$ cat config.mk
export PLATFORM = sky130hd
export DESIGN_NAME = unary_stream_encoder
export DESIGN_NICKNAME = d
export VERILOG_FILES = /design/src/rtl/unary_stream_encoder.sv
export SDC_FILE = /design/constraint.sdc
export NUM_CORES = 1
export LEC_CHECK = 0
export BUFFER_PORTS_ARGS = -buffer_cell sky130_fd_sc_hd__buf_2
export CORE_UTILIZATION = 26
export CTS_BUF_LIST = sky130_fd_sc_hd__clkbuf_8
export CTS_CLUSTER_DIAMETER = 150
export DETAILED_ROUTE_END_ITERATION = 16
export SYNTH_ARGS = -nofsm -noshare
export SYNTH_HDL_FRONTEND = slang
export SYNTH_SLANG_ARGS = --single-unit
export TNS_END_PERCENT = 30
$ cat constraint.sdc
create_clock -name i_clk -period 2.75 [get_ports i_clk]
set_input_delay 0.55 -clock i_clk [delete_from_list [all_inputs] [get_ports i_clk]]
set_output_delay 0.55 -clock i_clk [all_outputs]
set_load 0.1 [all_outputs]
$ cat src/rtl/unary_stream_encoder.sv
// unary_stream_encoder: binary magnitude -> fixed-length unary bit stream.
// A magnitude is taken through a valid/ready load handshake and then
// serialised as INPUT_WIDTH bits, one per non-stalled cycle, each qualified
// by o_bit_valid. A one-cycle o_done pulse follows the final bit.
// Optional build macro: UNARY_ENC_DITHER_EN selects evenly distributed
// (Bresenham) ones instead of the default thermometer code (ones first).
module unary_stream_encoder #(
  parameter int INPUT_WIDTH = 32,
  parameter int COUNT_WIDTH = $clog2(INPUT_WIDTH + 1)
) (
  input  logic                   i_clk,
  input  logic                   i_reset,
  input  logic                   i_load_valid,
  output logic                   o_load_ready,
  input  logic [COUNT_WIDTH-1:0] i_load_value,
  input  logic                   i_stall,
  output logic                   o_bit_out,
  output logic                   o_bit_valid,
  output logic                   o_busy,
  output logic                   o_done
);

  // Largest representable magnitude and index of the final stream bit.
  localparam logic [COUNT_WIDTH-1:0] LP_MAX_VALUE = COUNT_WIDTH'(INPUT_WIDTH);
  localparam logic [COUNT_WIDTH-1:0] LP_LAST_IDX  = COUNT_WIDTH'(INPUT_WIDTH - 1);

  typedef enum logic [1:0] {
    ST_IDLE   = 2'd0,
    ST_STREAM = 2'd1,
    ST_DONE   = 2'd2
  } state_t;

  state_t                 r_state;
  logic [COUNT_WIDTH-1:0] r_value;
  logic [COUNT_WIDTH-1:0] r_count;
  logic                   r_bit_out;
  logic                   r_bit_valid;
  logic                   r_done;

  logic [COUNT_WIDTH-1:0] w_load_sat;
  logic                   w_bit;

  // Out-of-range magnitudes saturate to a stream of all ones.
  assign w_load_sat = (i_load_value > LP_MAX_VALUE) ? LP_MAX_VALUE : i_load_value;

`ifdef UNARY_ENC_DITHER_EN
  // One extra bit of headroom: acc stays below INPUT_WIDTH between bits, and
  // adding a value of at most INPUT_WIDTH cannot exceed 2*INPUT_WIDTH-1.
  localparam logic [COUNT_WIDTH:0] LP_ACC_WRAP = (COUNT_WIDTH + 1)'(INPUT_WIDTH);

  logic [COUNT_WIDTH:0] r_acc;
  logic [COUNT_WIDTH:0] w_acc_sum;
  logic [COUNT_WIDTH:0] w_acc_next;

  assign w_acc_sum  = r_acc + {1'b0, r_value};
  assign w_bit      = (w_acc_sum >= LP_ACC_WRAP);
  assign w_acc_next = w_bit ? (w_acc_sum - LP_ACC_WRAP) : w_acc_sum;

  // Error accumulator: cleared on load, advanced only on emitted bits.
  always_ff @(posedge i_clk or posedge i_reset) begin
    if (i_reset) begin
      r_acc <= '0;
    end else if (r_state == ST_IDLE && i_load_valid) begin
      r_acc <= '0;
    end else if (r_state == ST_STREAM && !i_stall) begin
      r_acc <= w_acc_next;
    end
  end
`else
  // Thermometer code: the first r_value bits are ones, the rest zeros.
  assign w_bit = (r_count < r_value);
`endif

  // Load/stream/done sequencing with registered stream outputs.
  always_ff @(posedge i_clk or posedge i_reset) begin
    if (i_reset) begin
      r_state     <= ST_IDLE;
      r_value     <= '0;
      r_count     <= '0;
      r_bit_out   <= 1'b0;
      r_bit_valid <= 1'b0;
      r_done      <= 1'b0;
    end else begin
      case (r_state)
        ST_IDLE: begin
          r_bit_valid <= 1'b0;
          r_done      <= 1'b0;
          if (i_load_valid) begin
            r_value <= w_load_sat;
            r_count <= '0;
            r_state <= ST_STREAM;
          end
        end
        ST_STREAM: begin
          r_done <= 1'b0;
          if (i_stall) begin
            // Hold the previous bit; only the qualifier drops.
            r_bit_valid <= 1'b0;
          end else begin
            r_bit_out   <= w_bit;
            r_bit_valid <= 1'b1;
            r_count     <= r_count + COUNT_WIDTH'(1);
            if (r_count == LP_LAST_IDX) begin
              r_state <= ST_DONE;
            end
          end
        end
        ST_DONE: begin
          // Stall is deliberately ignored here: done always pulses.
          r_bit_valid <= 1'b0;
          r_done      <= 1'b1;
          r_state     <= ST_IDLE;
        end
        default: begin
          r_state <= ST_IDLE;
        end
      endcase
    end
  end

  assign o_load_ready = (r_state == ST_IDLE);
  assign o_busy       = (r_state != ST_IDLE);
  assign o_bit_out    = r_bit_out;
  assign o_bit_valid  = r_bit_valid;
  assign o_done       = r_done;

endmodule

* Word level (Yosys, flattened, before mapping)
Index checks and enable logic that the tools add are counted.
W data, S select, Z words.
** Word-level totals
- Register bits after elaboration :: 17
- Bits of input ports :: 10
- Output and inout port bits :: 5
** Operators by class
- $add $sub $neg :: 1
- Order comparisons :: 2
- Equality and inequality tests :: 6
- Mux-type cells :: 11
- Bitwise gates (word level) :: 1
- Reduce and logical (&&, ||, !) cells :: 11
** Operators with widths (number)
- $mux W6 :: 3
- $pmux W6 S2 :: 1
- $reduce_bool A2 Y1 :: 4
- $add A6 B1 Y6 const B :: 1
- $eq A6 B5 Y1 const B :: 1
- $gt A6 B6 Y1 const B :: 1
- $lt A6 B6 Y1 :: 1
- $mux W2 :: 3
- $ne A2 B2 Y1 const B :: 3
- $reduce_and A3 Y1 :: 2
- $pmux W1 S2 :: 2
- $pmux W2 S2 :: 1
- $reduce_and A2 Y1 :: 2
- $reduce_or A2 Y1 :: 2
- $eq A2 B1 Y1 const B :: 1
- $eq A2 B2 Y1 const B :: 1
- $logic_not A2 Y1 :: 1
- $mux W1 :: 1
- $not A1 Y1 :: 1

* Depth between registers and ports, before layout
Gate-level depths: netlist (run 1).
- Depth in word-level cells :: 4
- Gate-level depth with buffers :: 6

* Least setup slack after synthesis (run 1)
No wires, ideal clock.
- Path type :: flip-flop to output port
- From :: register r_state[1]
- To :: output port o_busy
- Arrival :: 2.074 ns
- Setup slack :: 0.126 ns
- Cell stages (with the launch flop) :: 3
- Path buffers :: 0
- Cells stage by stage :: dfrtp_1 nor2_2 inv_1
** Between the ends
- Longest elaborated chain between the ends :: 1
** Ends and longest elaborated chain
- start, declared :: RTL line 33 : state_t r_state;
- start signal, assigned :: RTL line 77 : r_state <= ST_IDLE;
- start signal, assigned :: RTL line 91 : r_state <= ST_STREAM;
- start signal, assigned :: RTL line 104 : r_state <= ST_DONE;
- $reduce_bool A2 Y1 :: RTL line 122 : assign o_busy = (r_state != ST_IDLE);
- end, declared :: RTL line 19 : output logic o_busy,
Every way passes these cells.

* Worst setup path after layout (run 1)
- From :: register r_state[1]
- To :: output port o_load_ready
** Between the ends
- Longest elaborated chain between the ends :: 1
** Ends and longest elaborated chain
- $logic_not A2 Y1 :: RTL line 121 : assign o_load_ready = (r_state == ST_IDLE);
- end, declared :: RTL line 14 : output logic o_load_ready,
Every way passes these cells.

==> impl_results.md, run 1 <==
- Fmax: approximately 500 MHz
- Status: finished, final reports clean
- Root Driver: clkbuf_8
- Mapped Area: roughly 900 µm²
- Cells after Synth: 86
- Pin count of the biggest net entering global routing: 18
- Detail Route Antenna Nets: 0
- Largest stage delay on the critical path: 480 ps
- Sequential fraction of the synthesis area: a little under half
- Core Region: 0.00318 mm²
- CTS H-tree depth: 1
- Worst slew pin tran: 636 ps
- Clock Skews: 2.98 ps
- Largest delay contributor family on the critical path: flip-flops
- Synth area leaders: dfrtp_1, ha_1, o21ai_1, xor2_1, inv_1
- Post-synth top area share: around 47%
- Die H: 60.8 µm
- Power per cell area: approximately 830 mW/mm²
- Pleak: approximately 0.5 nW
- Initial drt markers: 29
- First-pass DRT Iterations: 4
- Clock sinks: 17
- MaxCap Viol Count: 0
- Ant diodes: 0
- Reg2reg setup slack: 1280 ps
- Clk slew on worst S/H paths: roughly 60 ps
- Slew HR: between 50% and 60%
- Share of cells above drive strength 1: between 20% and 30%
- Initial antenna violation count: 0
- Vias in the first global route: 625
- DRC: 0
- R2R Path Start: r_count[3]$_DFFE_PP0P_
- Final total power: between 0.0008 and 0.0009 W
- Die area: 0.00370 mm²
- Crit path cell chain: nor2_2 -> buf_2
- Max FO, Critical Path: 7
- Yosys reg bits: 17
- Die width: about 60 µm
- WP buf/inv: 1
- Post CTS Setup Buffer Count: 0
- Worst setup startpoint: r_state[1]$_DFFE_PP0P_
- Overall routing resource usage: approximately 11%
- Site Rows: 20
- DRT Wirelength: between 1.5 and 2 mm
- # nets final: 120
- Final hold violation count: 0
- Reg2reg end: o_bit_out$_DFFE_PP0P_
- Clock Path Buffers: 2
- Synthesized area per cell: between 10 and 15 µm²
- Initial Util: about 28%
- Global-route wire length before repair: ~2.8 mm
- Total nets after synthesis: 102
- Worst endpoint data arrival time: about 1400 ps
- Grt ovf: 0
- DP Cell Count: approximately 140
- Post-synth top flop: dfrtp_1
- Dpl ws: 1080 ps
- Drt wl/cell: approximately 11 µm
- WS Path Type: reg2out
- Clk Latency, worst-skew pair: ~250 ps
- DR vias/cell: between 4 and 5
- Slew Viols, Final: 0
- Final period util: a little over 70%
- Post-synth top cells: dfrtp_1, inv_1, o21ai_1
- Fill cells: approximately 340
- CTS Hold Bufs: 0
- Warnings, synthesis: 0
- Critical Path RT: 2200 ps
- HPWL Detailed: 1.28 mm
- Asr flop ratio synth: 100%
- RSZ-0062 raised after global routing: no
- Number of synthesized flops with an enable pin: 0
- CP max stage cell: dfrtp_1
- Cell Count, Final, Fillers Out: 147
- Vias: 656
- Number of port buffers: 14
- Setup violators final: 0
- Worst hold path class: in2async
- GP Congestion: 0.729
- Synthesis-to-layout area growth: 18.1%
- Fin crit period: between 1500 and 2000 ps
- CTS buffer count: 3
- IO Count: 15
- # resized after CTS: 0
- Crit end category: output port
- Synth cell types: 28
- Setup ws final: about 790 ps
- TNS Setup: 0 ps
- Cell taking the most area after synthesis: dfrtp_1
- Critical Path Source Type: register
- Count leader, synth: dfrtp_1
- CTS tree: done
- Reg2reg path depth: 4
- VDD IR-drop max: roughly 0.00021 V
[power by group]
group | switching, W | internal, W
logic | 0.000205 | 0.000125
registers | 0.0000507 | 0.000313
clock network | 0.0000841 | 0.0000991
[placed cells by master (no fill, tap or decap), drive strengths merged]
cell,netlist,layout
and3,2,2
o21ai,9,9
ha,6,6
nand4,3,3
nor2,10,10
a2111oi,1,1
a22o,1,1
xor2,4,4
a21o,1,1
dfrtp,17,17
nand2,6,6
clkbuf,0,3
nand3b,4,4
o21a,1,1
and2,1,1
inv,8,9
nand3,2,2
nand2b,2,2
a21oi,2,2
buf,1,14
nor2b,2,2
a22oi,1,1
nor3b,1,1
o31ai,1,1
[metal layers]
layer | wire, µm | vias up | global-route usage [%]
met5 | 0 | - | 0
met1 | 860 | 303 | 14.7
met4 | 53 | 0 | 7.79
li1 | - | 331 | -
met3 | 59 | 5 | 1.92
met2 | 690 | 17 | 15.4
[layout make-up]
class | instances | area (µm²) | area share [%]
clock inverter | 1 | 3.75 | 0.353
multi-input combinational | 60 | 437 | 41.1
inverter | 8 | 30.0 | 2.83
clock buffer | 3 | 41.3 | 3.89
tap | 44 | 55.1 | 5.18
sequential | 17 | 425 | 40.0
timing repair buffer | 14 | 70.1 | 6.60
[worst max-delay path by stage]
| stage | slack, ps | depth (start not counted) | to |
|---|---|---|---|
| after floorplan | 130 | 2 | o_busy |
| after global placement | 1100 | 2 | o_load_ready |
| after detailed placement | 1080 | 2 | o_load_ready |
| after CTS | 800 | 2 | o_load_ready |
| after global routing | 730 | 2 | o_load_ready |
| final | 790 | 2 | o_load_ready |
[metrics by stage]
step	instance area [µm²]	hold WS [ps]	utilization, %
after floorplan	900	457	-
after global placement	1020	485	32.0
after detailed placement	1020	492	32.0
after CTS	1060	402	33.4
after global routing	1060	442	33.4
final	1060	375	33.4
[state kept, by name, indices dropped and copies added (netlist names)]
name and flops:
r_count 6, r_value 6, r_state 2, o_bit_out 1, o_bit_valid 1, o_done 1
[cells by family (layout without fill, tap and decap cells)]
group                      count (synthesis)  in the layout  share of synthesized area, %
adders and majority gates                  6              6                          8.34
and+or+nand+nor                           33             33                          22.8
AOI/OAI and AO/OA                         17             17                          13.5
xor gates and xnor gates                   4              4                          3.89
buffers and inverters                      9             26                          4.17
DFF                                       17             17                          47.3
No activity file was read; power rests on OpenSTA's default activity.
==> run 2: changes to the inputs <==
--- a/config.mk
+++ b/config.mk
@@ -5,6 +5,7 @@
 export SDC_FILE = /design/constraint.sdc
 export NUM_CORES = 1
 export LEC_CHECK = 0
+export ABC_AREA = 1
 export BUFFER_PORTS_ARGS = -buffer_cell sky130_fd_sc_hd__buf_2
 export CORE_UTILIZATION = 26
 export CTS_BUF_LIST = sky130_fd_sc_hd__clkbuf_8
==> constraint.sdc (replaced) <==
create_clock -name i_clk -period 1.7 [get_ports i_clk]
set_input_delay 0.34 -clock i_clk [delete_from_list [all_inputs] [get_ports i_clk]]
set_output_delay 0.34 -clock i_clk [all_outputs]
set_load 0.1 [all_outputs]
==> run 2 against run 1 <==
Core utilization is 0.75 points lower; sequential cell count stayed put; clock power is 67% higher; non-clock buffer count stayed put; routed wire length is 8.1% higher; cell count is 23% higher; global-route usage is 0.21 points lower; critical path depth is 1 higher; total power is 58% higher; die area is 5.5% higher; clock skew is 2.3 ps lower; cell area is 5.1% higher.
==> impl_results.md, run 2 <==
- Die width: 62.5 µm (+2.7%)
- Initial antenna violation count: 0 (unchanged)
- Fin crit period: 1640 ps
- CTS Hold Bufs: 0 (unchanged)
- Reg2reg setup slack: 470 ps (-810 ps)
- Clk slew on worst S/H paths: 70 ps (about the same)
- Clock Path Buffers: 2 (unchanged)
- Synthesized area per cell: 8.06 µm² (-23%)
- Yosys reg bits: 17 (unchanged)
- Max FO, Critical Path: 6 (-1)
- Total nets after synthesis: 134 (+31%)
- Count leader, synth: nand2_1
- Fmax: ~610 MHz
- Synth area leaders: dfrtp_1, nand2_1, inv_1, ha_1, nand3_1
- Die area: 0.00390 mm² (+5.5%)
- Worst hold path class: in2async
- First-pass DRT Iterations: 4 (unchanged)
- Initial drt markers: 18 (-38%)
- Max layer used: met4
- GP Congestion: 0.752 (+3.2%)
- Final Util: 32.7% (-0.75 points)
- Vias in the first global route: 768 (+23%)
- Critical Path RT: 1360 ps (-840 ps)
- # nets final: 152 (+27%)
- Cells after Synth: 118 (+37%)
- Post-synth top flop: dfrtp_1
- Overall routing resource usage: 10.6% (-0.21 points)
- Final total power: 0.00139 W (+58%)
- IO Count: 15 (unchanged)
- Reg2reg end: r_value[5]$_DFFE_PP0P_
- Clock sinks: 17 (unchanged)
- Detail Route Antenna Nets: 0 (unchanged)
- R2R Path Start: r_state[0]$_DFFE_PP0P_
- DRC: 0 (unchanged)
- Worst endpoint data arrival time: 1300 ps (-110 ps)
- Root Driver: clkbuf_8
- Global-route wire length before repair: 3.22 mm (+15%)
- Area occupied by multi-input gates: 424 µm² (-2.9%)
- VDD IR-drop max: 0.000280 V (+34%)
- Number of port buffers: 14 (unchanged)
- Die H: 62.5 µm (+2.7%)
- Slew HR: 56.4% (-1.2 points)
- Clk Latency, worst-skew pair: 250 ps (about the same)
- CTS H-tree depth: 1 (unchanged)
- Warnings, synthesis: 0 (unchanged)
- Pleak: 0.634 nW (+26%)
- Ant diodes: 0 (unchanged)
- WS Path Type: reg2out
- Clock Skews: 0.709 ps (-2.27 ps)
- MaxCap Viol Count: 0 (unchanged)
- Post-synth top cells: nand2_1, inv_1, dfrtp_1
- HPWL Detailed: 1.40 mm (+9.7%)
- Reg2reg path depth: 5 (+1)
- Crit end category: output port
- Grt ovf: 0 (unchanged)
- Cell taking the most area after synthesis: dfrtp_1
- Sequential Area: 425 µm² (unchanged)
- Sequential fraction of the synthesis area: 44.7% (-2.6 points)
- Setup ws final: 57.6 ps (-736 ps)
- DR vias/cell: 4.25 (-4.8%)
- Synth cell types: 23 (-18%)
- Setup violators final: 0 (unchanged)
- Commonest non-fill, non-tap cell in the layout: nand2_1
- Pin count of the biggest net entering global routing: 18 (unchanged)
- Final period util: between 90% and 100%
- Power per cell area: 1240 mW/mm² (+50%)
- Share of cells above drive strength 1: 20.7% (-4.5 points)
- Routed wl met3: 89 µm (+51%)
- Final hold violation count: 0 (unchanged)
- Fill cells: 376 (+9.9%)
- Worst slew pin tran: 653 ps (+17.3 ps)
- Placed Area: 0.00107 mm² (+4.9%)
- Synthesis-to-layout area growth: 17.4%
- Slew Viols, Final: 0 (unchanged)
- Number of synthesized flops with an enable pin: 0 (unchanged)
- Top flop regs: r_count (6), r_value (6), r_state (2)
- Commonest non-fill, non-tap cells in the layout: nand2_1, inv_1, dfrtp_1
- Critical Path Source Type: register
- CTS buffer count: 3 (unchanged)
- Asr flop ratio synth: 100% (unchanged)
- CTS tree: done
- Post-synth top area share: 44.7% (-2.6 points)
- Vias: 769 (+17%)
- M1 WL: 820 µm (-4.7%)
- Drt wl/cell: 9.93 µm (-12%)
- Site Rows: 21 (+5.0%)
- Initial Util: 27.8% (-0.47 points)
- Met2 wire length: 827 µm (+20%)
- Mapped Area: 951 µm² (+5.7%)
- DRT Wirelength: 1.80 mm (+8.1%)
- Dpl ws: 295 ps (-783 ps)
- Status: finished, final reports clean
- RSZ-0062 raised after global routing: no
- Post-route cell area: 0.00112 mm² (+5.1%)
- Core Region: 0.00342 mm² (+7.5%)
## run 2: cell types whose count changed after synthesis, moves of 5 or more
| cell | previous run | this run |
|---|---|---|
| o21ai_1 | 7 | 2 |
| nor2_1 | 6 | 11 |
| nand3_1 | 2 | 10 |
| nand2_1 | 5 | 28 |
| inv_1 | 8 | 22 |
## run 2: power breakdown
part | leakage [nW] | internal [W] | switching (W)
logic | 0.394 | 0.000167 | 0.000328
registers | 0.214 | 0.000504 | 0.0000821
clock network | 0.0255 | 0.000163 | 0.000142
## run 2: what timing repair did
action | in CTS | in global routing
setup endpoints to repair | 0 | 1
setup buffers | 0 | 0
resized for setup | 0 | 1
## run 2: routing by layer
metal	vias up	track usage, %
met5	-	0
met4	0	6.98
met3	5	2.19
met2	19	17.1
met1	344	12.6
li1	401	-
## run 2: critical path: stages (launching register included)
cell and delay, ps:
dfrtp_1 510, nor2_4 70, inv_1 50, buf_2 410
## run 2: worst max path at each step
stage                      startpoint            to  slack [ps]  depth (start not counted)
6_report       r_state[0]$_DFFE_PP0P_        o_busy          60                          3
5_1_grt        r_state[0]$_DFFE_PP0P_        o_busy          20                          3
4_1_cts        r_state[0]$_DFFE_PP0P_  o_load_ready          10                          2
3_5_place_dp   r_state[0]$_DFFE_PP0P_  o_load_ready         290                          2
3_3_place_gp   r_state[0]$_DFFE_PP0P_  o_load_ready         330                          2
2_1_floorplan  r_state[0]$_DFFE_PP0P_        o_busy        -230                          2
## run 2: area by class of cell
class / count / share of cell area [%]
Tap cell: 46 / 5.16
Timing Repair Buffer: 14 / 6.50
Sequential cell: 17 / 38.1
Multi-Input combinational cell: 76 / 38.0
Clock inverter: 1 / 0.448
Clock buffer: 3 / 3.70
Inverter: 24 / 8.07
## run 2: per-stage QoR
step,hold WS (ps),TNS [ps],std cells
floorplan,266,-229,118
global placement,455,0,177
detailed placement,468,0,177
CTS,197,0,181
global route,225,0,181
finish,165,0,181
## run 2: cells by family after synthesis
logic type	Yosys count	share of synthesized area, %
AO/OA/AOI/OAI	14	9.21
buffers and inverters	25	10.7
flip-flops	17	44.7
adder cells (fa/ha/maj)	6	7.89
AND/OR/NAND/NOR	56	27.5
